## config.mk

```make
export PLATFORM = sky130hd
export DESIGN_NAME = dmem_arbiter
export DESIGN_NICKNAME = d
export VERILOG_FILES = /design/src/rtl/dmem_arbiter.sv
export SDC_FILE = /design/constraint.sdc
export NUM_CORES = 1
export LEC_CHECK = 0
export BUFFER_PORTS_ARGS = -buffer_cell sky130_fd_sc_hd__buf_2
export CELL_PAD_IN_SITES_DETAIL_PLACEMENT = 1
export CELL_PAD_IN_SITES_GLOBAL_PLACEMENT = 2
export CORE_UTILIZATION = 21
export DETAILED_ROUTE_END_ITERATION = 16
export GPL_TIMING_DRIVEN = 0
export PLACE_DENSITY = 0.76
export SLEW_MARGIN = 15
export SYNTH_ARGS = -nofsm -noshare
export SYNTH_HDL_FRONTEND = slang
export SYNTH_SLANG_ARGS = --single-unit
```

## constraint.sdc

```tcl
create_clock -name clk -period 1.2 [get_ports clk]
set_input_delay 0.24 -clock clk [delete_from_list [all_inputs] [get_ports clk]]
set_output_delay 0.24 -clock clk [all_outputs]
set_load 0.02 [all_outputs]
```

## src/rtl/dmem_arbiter.sv

```systemverilog
`timescale 1ns/1ps
// dmem_arbiter: shares the single data-memory port between two masters with round-robin
// arbitration; each transaction walks IDLE -> ISSUE -> RESP and out-of-range words answer with err.
module dmem_arbiter #(
    parameter int unsigned DATA_W    = 32,
    parameter int unsigned ADDR_W    = 32,
    parameter int unsigned MEM_WORDS = 1000
) (
    input  logic              clk,
    input  logic              rst,

    input  logic              m0_req_valid,
    output logic              m0_req_ready,
    input  logic              m0_req_we,
    input  logic [ADDR_W-1:0] m0_req_addr,
    input  logic [DATA_W-1:0] m0_req_wdata,
    output logic              m0_rsp_valid,
    output logic [DATA_W-1:0] m0_rsp_rdata,
    output logic              m0_rsp_err,

    input  logic              m1_req_valid,
    output logic              m1_req_ready,
    input  logic              m1_req_we,
    input  logic [ADDR_W-1:0] m1_req_addr,
    input  logic [DATA_W-1:0] m1_req_wdata,
    output logic              m1_rsp_valid,
    output logic [DATA_W-1:0] m1_rsp_rdata,
    output logic              m1_rsp_err,

    output logic [ADDR_W-1:0] mem_addr,
    output logic [DATA_W-1:0] mem_data_write,
    output logic              mem_write,
    output logic              mem_read,
    input  logic [DATA_W-1:0] mem_data_read
);

    typedef enum logic [1:0] {
        IDLE  = 2'd0,
        ISSUE = 2'd1,
        RESP  = 2'd2
    } state_e;

    localparam logic [ADDR_W-1:0] MemLimit = ADDR_W'(MEM_WORDS);

    state_e            state_q, state_d;
    logic              lastGrant_q;
    logic              owner_q;
    logic              we_q;
    logic              inRange_q;
    logic [ADDR_W-1:0] addr_q;
    logic [DATA_W-1:0] wdata_q;
    logic              memWrite_q;
    logic              memRead_q;
    logic              rspValid_q;
    logic              rspErr_q;
    logic [DATA_W-1:0] rspRdata_q;

    logic              m0Grant;
    logic              m1Grant;
    logic              accept;
    logic              acceptOwner;
    logic              reqWe;
    logic [ADDR_W-1:0] reqAddr;
    logic [DATA_W-1:0] reqWdata;
    logic              reqInRange;

    // lastGrant_q = 1 means master 1 won the previous accept, so master 0 wins the next tie
    always_comb begin
        m0Grant = 1'b0;
        m1Grant = 1'b0;
        if (m0_req_valid && m1_req_valid) begin
            m0Grant = lastGrant_q;
            m1Grant = !lastGrant_q;
        end else begin
            m0Grant = m0_req_valid;
            m1Grant = m1_req_valid;
        end
    end

    always_comb begin
        acceptOwner = m1Grant;
        reqWe       = acceptOwner ? m1_req_we    : m0_req_we;
        reqAddr     = acceptOwner ? m1_req_addr  : m0_req_addr;
        reqWdata    = acceptOwner ? m1_req_wdata : m0_req_wdata;
        reqInRange  = (reqAddr < MemLimit);
        accept      = (m0_req_valid && m0_req_ready) || (m1_req_valid && m1_req_ready);
    end

    always_ff @(posedge clk) begin
        if (rst) begin
            state_q <= IDLE;
        end else begin
            state_q <= state_d;
        end
    end

    always_comb begin
        state_d = state_q;
        case (state_q)
            IDLE:    if (accept) state_d = ISSUE;
            ISSUE:   state_d = RESP;
            RESP:    state_d = IDLE;
            default: state_d = IDLE;
        endcase
    end

    always_comb begin
        m0_req_ready = 1'b0;
        m1_req_ready = 1'b0;
        if (state_q == IDLE) begin
            m0_req_ready = m0Grant;
            m1_req_ready = m1Grant;
        end
        m0_rsp_valid = rspValid_q && !owner_q;
        m1_rsp_valid = rspValid_q && owner_q;
        m0_rsp_err   = m0_rsp_valid && rspErr_q;
        m1_rsp_err   = m1_rsp_valid && rspErr_q;
        m0_rsp_rdata = m0_rsp_valid ? rspRdata_q : '0;
        m1_rsp_rdata = m1_rsp_valid ? rspRdata_q : '0;
    end

    // Request latch; strobes are decided here so they are registered and last exactly the ISSUE cycle
    always_ff @(posedge clk) begin
        if (rst) begin
            lastGrant_q <= 1'b1;
            owner_q     <= 1'b0;
            we_q        <= 1'b0;
            inRange_q   <= 1'b0;
            addr_q      <= '0;
            wdata_q     <= '0;
            memWrite_q  <= 1'b0;
            memRead_q   <= 1'b0;
        end else if (accept) begin
            lastGrant_q <= acceptOwner;
            owner_q     <= acceptOwner;
            we_q        <= reqWe;
            inRange_q   <= reqInRange;
            addr_q      <= reqAddr;
            wdata_q     <= reqWdata;
            memWrite_q  <= reqWe && reqInRange;
            memRead_q   <= !reqWe && reqInRange;
        end else begin
            memWrite_q  <= 1'b0;
            memRead_q   <= 1'b0;
        end
    end

    always_ff @(posedge clk) begin
        if (rst) begin
            rspValid_q <= 1'b0;
            rspErr_q   <= 1'b0;
            rspRdata_q <= '0;
        end else if (state_q == ISSUE) begin
            rspValid_q <= 1'b1;
            rspErr_q   <= !inRange_q;
            rspRdata_q <= (inRange_q && !we_q) ? mem_data_read : '0;
        end else begin
            rspValid_q <= 1'b0;
            rspErr_q   <= 1'b0;
            rspRdata_q <= '0;
        end
    end

    assign mem_addr       = addr_q;
    assign mem_data_write = wdata_q;
    assign mem_write      = memWrite_q;
    assign mem_read       = memRead_q;

endmodule

```

==> Yosys cells after proc, flatten, opt, wreduce, memory -nomap -nowiden <==
Cells that the tools add are included.
{ "totals": {"inputBits": 166, "out_inout_bits": 136, "register_bits": 106} }
{ "classes": {"mux": 12, "bitwise_logic": 3, "n_reduce_logical": 20, "eq_ne": 2, "n_lt_le_gt_ge": 1} }
{ "ops": {"columns": ["cell", "n"], "rows": [
  ["$mux W32", 4],
  ["$lt A32 B10 Y1 const B", 1],
  ["$logic_and A1 B1 Y1", 10],
  ["$mux W1", 6],
  ["$logic_not A1 Y1", 5],
  ["$pmux W2 S2", 1],
  ["$reduce_or A2 Y1", 2],
  ["$not A1 Y1", 3],
  ["$reduce_or A3 Y1", 1],
  ["$eq A2 B1 Y1 const B", 1],
  ["$logic_not A2 Y1", 1],
  ["$mux W2", 1],
  ["$ne A2 B2 Y1 const B", 1],
  ["$logic_or A1 B1 Y1", 1]
]} }

==> Logic depth before layout (Yosys ltp) <==
Gate-level depths: netlist of run 1.
{ "depth": {"depth_word": 7, "ltp_mapped": 6, "depth_no_buf": 4} }

==> Worst setup path before layout of run 1 <==
OpenSTA, ideal clock, no wires.
{ "synth_timing": {"kind": "register to output", "from": "reg rspValid_q", "to": "out m0_rsp_rdata[22]", "t_required_ns": 0.960, "stages_incl_launch_ff": 4, "path_slack_ns": -0.348, "arrival_ns": 1.308, "path_cell_list": "dfxtp_1 > nor2b_1 > clkbuf_1 > and2_1"} }
{ "synth_between": {"elab_chain_cells": 2} }
{ "synth_rtl": {"columns": ["element", "line_no", "rtl"], "rows": [
  ["from (decl)", "54", "logic rspValid_q;"],
  ["from (signal assigned)", "150", "rspValid_q <= 1'b0;"],
  ["from (signal assigned)", "154", "rspValid_q <= 1'b1;"],
  ["from (signal assigned)", "158", "rspValid_q <= 1'b0;"],
  ["$logic_and A1 B1 Y1", "114", "m0_rsp_valid = rspValid_q && !owner_q;"],
  ["via m0_rsp_valid", "17", "output logic m0_rsp_valid,"],
  ["$mux W32", "118", "m0_rsp_rdata = m0_rsp_valid ? rspRdata_q : '0;"],
  ["to (decl)", "18", "output logic [DATA_W-1:0] m0_rsp_rdata,"]
]} }
The timed path passes the listed nets, and every way through them passes these cells.

==> Worst setup path in the final report of run 1 <==
{ "layout_timing": {"from": "reg rspValid_q", "to": "out m0_rsp_rdata[25]"} }
{ "layout_between": {"elab_chain_cells": 2} }
{ "layout_rtl": {"columns": ["element", "line_no"], "rows": [
  ["$logic_and A1 B1 Y1", "114"],
  ["$mux W32", "118"]
]} }
No other way between the ends.

==> impl_metrics.ini, run 1 <==
[timing]
max_freq_mhz = 582
setup_viol = 170
finalCritPeriodShare_pct = 143
fin_setup_tns_ns = -51.10
setup_ws_ns = -0.519
tightest_slew_ns = 0.623
skew_ns = 0.00764
rsz0062_at_grt = true
hold_violations = 0
period_needed_ns = 1.72
slew_headroom_pct = 58.1
slew_viol_final = 0
whs_ns = 0.0889

[cells_and_area]
post_route_cells_drive_above_1_share_pct = 63.6
final_nets = 1013
final_cell_mix = buf_2 (233), dfxtp_1 (101), buf_6 (89)
final_common_cell = buf_2
final_cells = 1134
area_delta_synth_final_pct = 91.4

[cts]
clk_pin_slew_worst_paths_ns = 0.07
clk_path_buf_depth = 2
cts_hold_buf = 0
root_buffer = clkbuf_16
clk_latency_ns = 0.35
clock_sinks = 106
cts_tree = done
htreeDepth = 3
cts_made_buffers = 9

[die]
initial_utilization_pct = 21.4
fp.dieH_microns = 151
io_pins = 302
core_area_sq_um = 21800
die-area_sq_um = 22800
row_count = 54
die_w_microns = 151

[grt]
antenna_found_initial = 2
grt.total_usage_pct = 16.6
grt_pass1_wl_microns = 28300
grt_pass1_vias = 5110
grt_max_degree = 18
grt_overflow = 0

[flow_run]
cap_violations = 0

[placed_design]
place_inst = 1067
dp_slack_ns = -0.559
dpl.hpwl_microns = 14700
gp_congestion = 0.751
portBuffers = 300

[synth]
avgSynthCellArea_sq_um = 9.57
synth.distinct_cells = 30
yosysSeqAreaShare_pct = 45.5
netlist_area_sq_um = 4660
synth_warnings = 0
synth_ff_type = dfxtp_1
synth_nets = 653
synth_edf_count = 0
ys_ff_latch = 106
async_reset_ff_share_pct = 0
netlist_instances = 487

[critical_path]
cp-startpoint = rspValid_q
reg2reg_from = lastGrant_q
critPathMaxFanout = 10
arrival_ns = 1.48
crit_required_ns = 0.96
crit_top_cell = buf_6
critical_path_class = reg -> out
crit_slowest_cell = dfxtp_4
crit_family = flip-flops
critPathCaptureType = primary output
max_stage_delay_ns = 0.39
cp-start-kind = register
crit_chain = nor2b_4 -> buf_6 -> buf_8 -> and2_2 -> buf_6
critPathBufInv = 3

[route]
first_iter_violations = 105
drtAntennaViolNets = 0
dr.pass1.iters = 4
wl_per_cell_microns = 18.5
drc = 0
viasPerCell = 4.48
vias = 5075
wl_microns = 20900

[power_and_ir_drop]
p_leak_nw = 4.05
irDropWorstVdd_v = 0.000511
power_density_nw_per_um2 = 1090
power_mw = 9.72

[outcome]
outcome = finished with violations
violations = setup timing

[hold_path]
min-delay-path-class = in -> reg
hp-start = mem_data_read[2]
## metal layers
metal | global-route usage, % | up-vias | wire [microns]
li1 | - | 2450 | -
met1 | 17.8 | 2379 | 8010
met2 | 31.0 | 216 | 11000
met3 | 4.16 | 30 | 1470
met4 | 6.25 | 0 | 484
met5 | 0 | - | 0
## logic make-up after synthesis
| kind of cell | share of synthesized area (%) |
|---|---|
| and+or+nand+nor | 22.7 |
| DFF | 45.5 |
| AOI/OAI and AO/OA | 12.8 |
| muxes | 14.0 |
| buffers and inverters | 5.07 |
## area by class of cell
cell class                 count  area [sq um]
clock inverter                 5          40.0
antenna                        2          5.00
sequential                   106          2140
multi-input combinational    335          2990
timing repair buffer         353          2660
buffer                        38           477
fill                        2462         12800
tap                          280           350
clock buffer                  11           243
inverter                       4          15.0
## flip-flops by register name, indices dropped and copies added (netlist names)
register / count
rspRdata_q: 32
mem_write: 1
owner_q: 1
lastGrant_q: 1
mem_addr: 32
we_q: 1
mem_read: 1
inRange_q: 1
state_q: 2
rspValid_q: 1
mem_data_write: 32
rspErr_q: 1
## Yosys cell counts, types with 3 or more instances
library cell  instances  share of area [%]
a211oi_1             59                9.5
a211oi_2              6                1.6
and2_1               66                8.9
and3_1               34                4.6
buf_2                 9               0.97
buf_4                 7                1.1
buf_6                 3               0.72
clkbuf_1             19                1.5
clkbuf_2              3               0.32
dfxtp_1             106                 46
inv_1                 4               0.32
mux2i_1              65                 14
nor2_1               71                5.7
nor4_1                9                1.2
o21ai_0               3               0.32
## report_power, final
| group | total (mW) | internal (mW) | switching, mW | leakage (nW) |
|---|---|---|---|---|
| sequential | 3.94 | 3.79 | 0.153 | 0.874 |
| combinational | 2.89 | 1.39 | 1.49 | 3.05 |
| clock | 2.89 | 1.48 | 1.41 | 0.128 |
## worst reg2reg max path, delay by kind of cell, from the launching register on
family                 cells  cell delay (ns)
buffers and inverters      5             0.64
multiplexers               1             0.23
AO/OA/AOI/OAI              2             0.21
flip-flops                 1             0.32
## metrics by stage
step | instance area [sq um] | util, %
2_1_floorplan | 4740 | -
3_3_place_gp | 6600 | 30.3
3_5_place_dp | 6600 | 30.3
4_1_cts | 8250 | 37.9
5_1_grt | 8910 | 41.0
6_report | 8920 | 41.0
## final timing paths
| path | to | slack, ns | depth (start not counted) |
|---|---|---|---|
| worst min-delay path | rspRdata_q[2] | 0.09 | 2 |
| worst max-delay path | m0_rsp_rdata[25] | -0.52 | 5 |
| worst min register to register | rspErr_q | 0.44 | 1 |
| worst max register to register | mem_data_write[23] | -0.34 | 8 |
## what timing repair did
item                                    4_1_cts  5_1_grt
pin swaps                                    54       58
resized for setup                           241      192
endpoints found under the setup margin      172      171
gates cloned                                 12        3
setup buffers                                28       16
No activity file was read; power rests on OpenSTA's default activity.
==> run 2: changes to the inputs <==
--- a/config.mk
+++ b/config.mk
@@ -8,6 +8,7 @@
 export BUFFER_PORTS_ARGS = -buffer_cell sky130_fd_sc_hd__buf_2
 export CELL_PAD_IN_SITES_DETAIL_PLACEMENT = 1
 export CELL_PAD_IN_SITES_GLOBAL_PLACEMENT = 2
+export CORE_ASPECT_RATIO = 0.9
 export CORE_UTILIZATION = 21
 export DETAILED_ROUTE_END_ITERATION = 16
 export GPL_TIMING_DRIVEN = 0
==> run 2 against run 1 <==
  * The run still ends with setup timing left
  * Clock-buffer cell count is the same
  * First-iteration DRC count grew 50%
  * Critical endpoint is now m0_rsp_rdata[2]
  * Final area shrank 1.5%
  * Cell count grew 0.62%
  * Critical path type unchanged
  * Non-clock buffer count shrank 2
==> impl_metrics.ini, run 2 (synthesis results as in run 1) <==
[outcome]
outcome = finished with violations
violations = setup timing

[hold_path]
whs_path_depth = 2
min-delay-path-class = in -> reg

[grt]
grt_max_degree = 18
grt_pass1_vias = 5008
grt_pass1_wl_microns = 27800
grt.total_usage_pct = 15.9
antenna_found_initial = 0
grt_overflow = 0

[power_and_ir_drop]
power_mw = 9.58
power_density_nw_per_um2 = 1090
p_leak_nw = 4.00
irDropWorstVdd_v = 0.000671

[route]
vias = 5162
first_iter_violations = 157
drc = 0
dr.pass1.iters = 4
wl_microns = 21600
viasPerCell = 4.52
drtAntennaViolNets = 0
wl_per_cell_microns = 19.0

[cts]
root_buffer = clkbuf_16
clock_sinks = 106
htreeDepth = 3
clk_path_buf_depth = 2
clk_pin_slew_worst_paths_ns = 0.07
clk_latency_ns = 0.35
cts_made_buffers = 9
cts_hold_buf = 0
cts_tree = done

[placed_design]
gp_congestion = 0.812
dp_slack_ns = -0.538
dpl.hpwl_microns = 14600
portBuffers = 300

[timing]
hold_violations = 0
setup_viol = 170
tightest_slew_ns = 0.654
slew_headroom_pct = 56.4
period_needed_ns = 1.69
rsz0062_at_grt = true
max_freq_mhz = 592
slew_viol_final = 0
finalCritPeriodShare_pct = 141
whs_ns = 0.0863
skew_ns = 0.00760
setup_ws_ns = -0.488

[die]
core_area_sq_um = 21700
io_pins = 302
initial_utilization_pct = 21.5
fp.dieH_microns = 143
row_count = 51
die-area_sq_um = 22800
die_w_microns = 159

[critical_path]
critPathMaxFanout = 8
reg2reg_depth = 6
cp-start-kind = register
critPathCaptureType = primary output
crit_required_ns = 0.96
critical_path_class = reg -> out
arrival_ns = 1.45

[cells_and_area]
post_route_cells_drive_above_1_share_pct = 63.6
area_delta_synth_final_pct = 88.5
final_util_pct = 40.5
final_nets = 1011
n_antenna_cell = 0
final_common_cell = buf_2
final_cell_mix = buf_2 (235), dfxtp_1 (101), buf_6 (93)
fillers = 2449

[flow_run]
cap_violations = 0
-- run 2: final timing paths --
kind	from	endpoint	slack [ns]
min	mem_data_read[13]	rspRdata_q[13]	0.09
max	rspValid_q	m0_rsp_rdata[2]	-0.49
max reg2reg	state_q[0]	rspRdata_q[4]	-0.36
min reg2reg	inRange_q	rspErr_q	0.44
-- run 2: power by group --
group / internal, mW / switching, mW
clock network: 1.48 / 1.42
registers: 3.79 / 0.154
logic: 1.28 / 1.45
total: 6.55 / 3.03
-- run 2: per-stage QoR --
step	cell area [sq um]	setup TNS [ns]	std cells
2_1_floorplan	4740	-2.52	487
5_1_grt	8780	-66.08	1141
3_3_place_gp	6610	-53.81	1078
3_5_place_dp	6610	-56.28	1078
4_1_cts	7480	-54.30	1107
6_report	8780	-57.16	1141
-- run 2: cell type report --
cell class | instances | area (sq um) | share of cell area, %
clock inverter | 5 | 38.8 | 0.442
multi-input combinational | 335 | 2950 | 33.6
buffer | 42 | 467 | 5.31
inverter | 4 | 15.0 | 0.171
timing repair buffer | 347 | 2570 | 29.3
sequential | 106 | 2140 | 24.4
clock buffer | 11 | 243 | 2.76
tap | 291 | 364 | 4.15
-- run 2: timing repair --
item / in CTS / in global routing
pin swaps: 29 / 67
cloned: 4 / 13
resized for setup: 156 / 243
endpoints found under the setup margin: 172 / 172
endpoints found under the hold margin: 0 / 0
buffers inserted: 9 / 23
-- run 2: per-layer routing --
metal	track usage, %	up-vias	share of wire, %
met1	18.4	2489	41
met2	28.7	212	51
met3	4.62	17	6.4
met4	4.35	0	1.4
li1	-	2444	-
met5	0	-	0
-- run 2: critical path: stages, from the launching register on --
cell	delay, ns
dfxtp_4	0.36
nor2b_4	0.13
buf_12	0.14
clkbuf_8	0.14
and2_2	0.20
buf_6	0.13
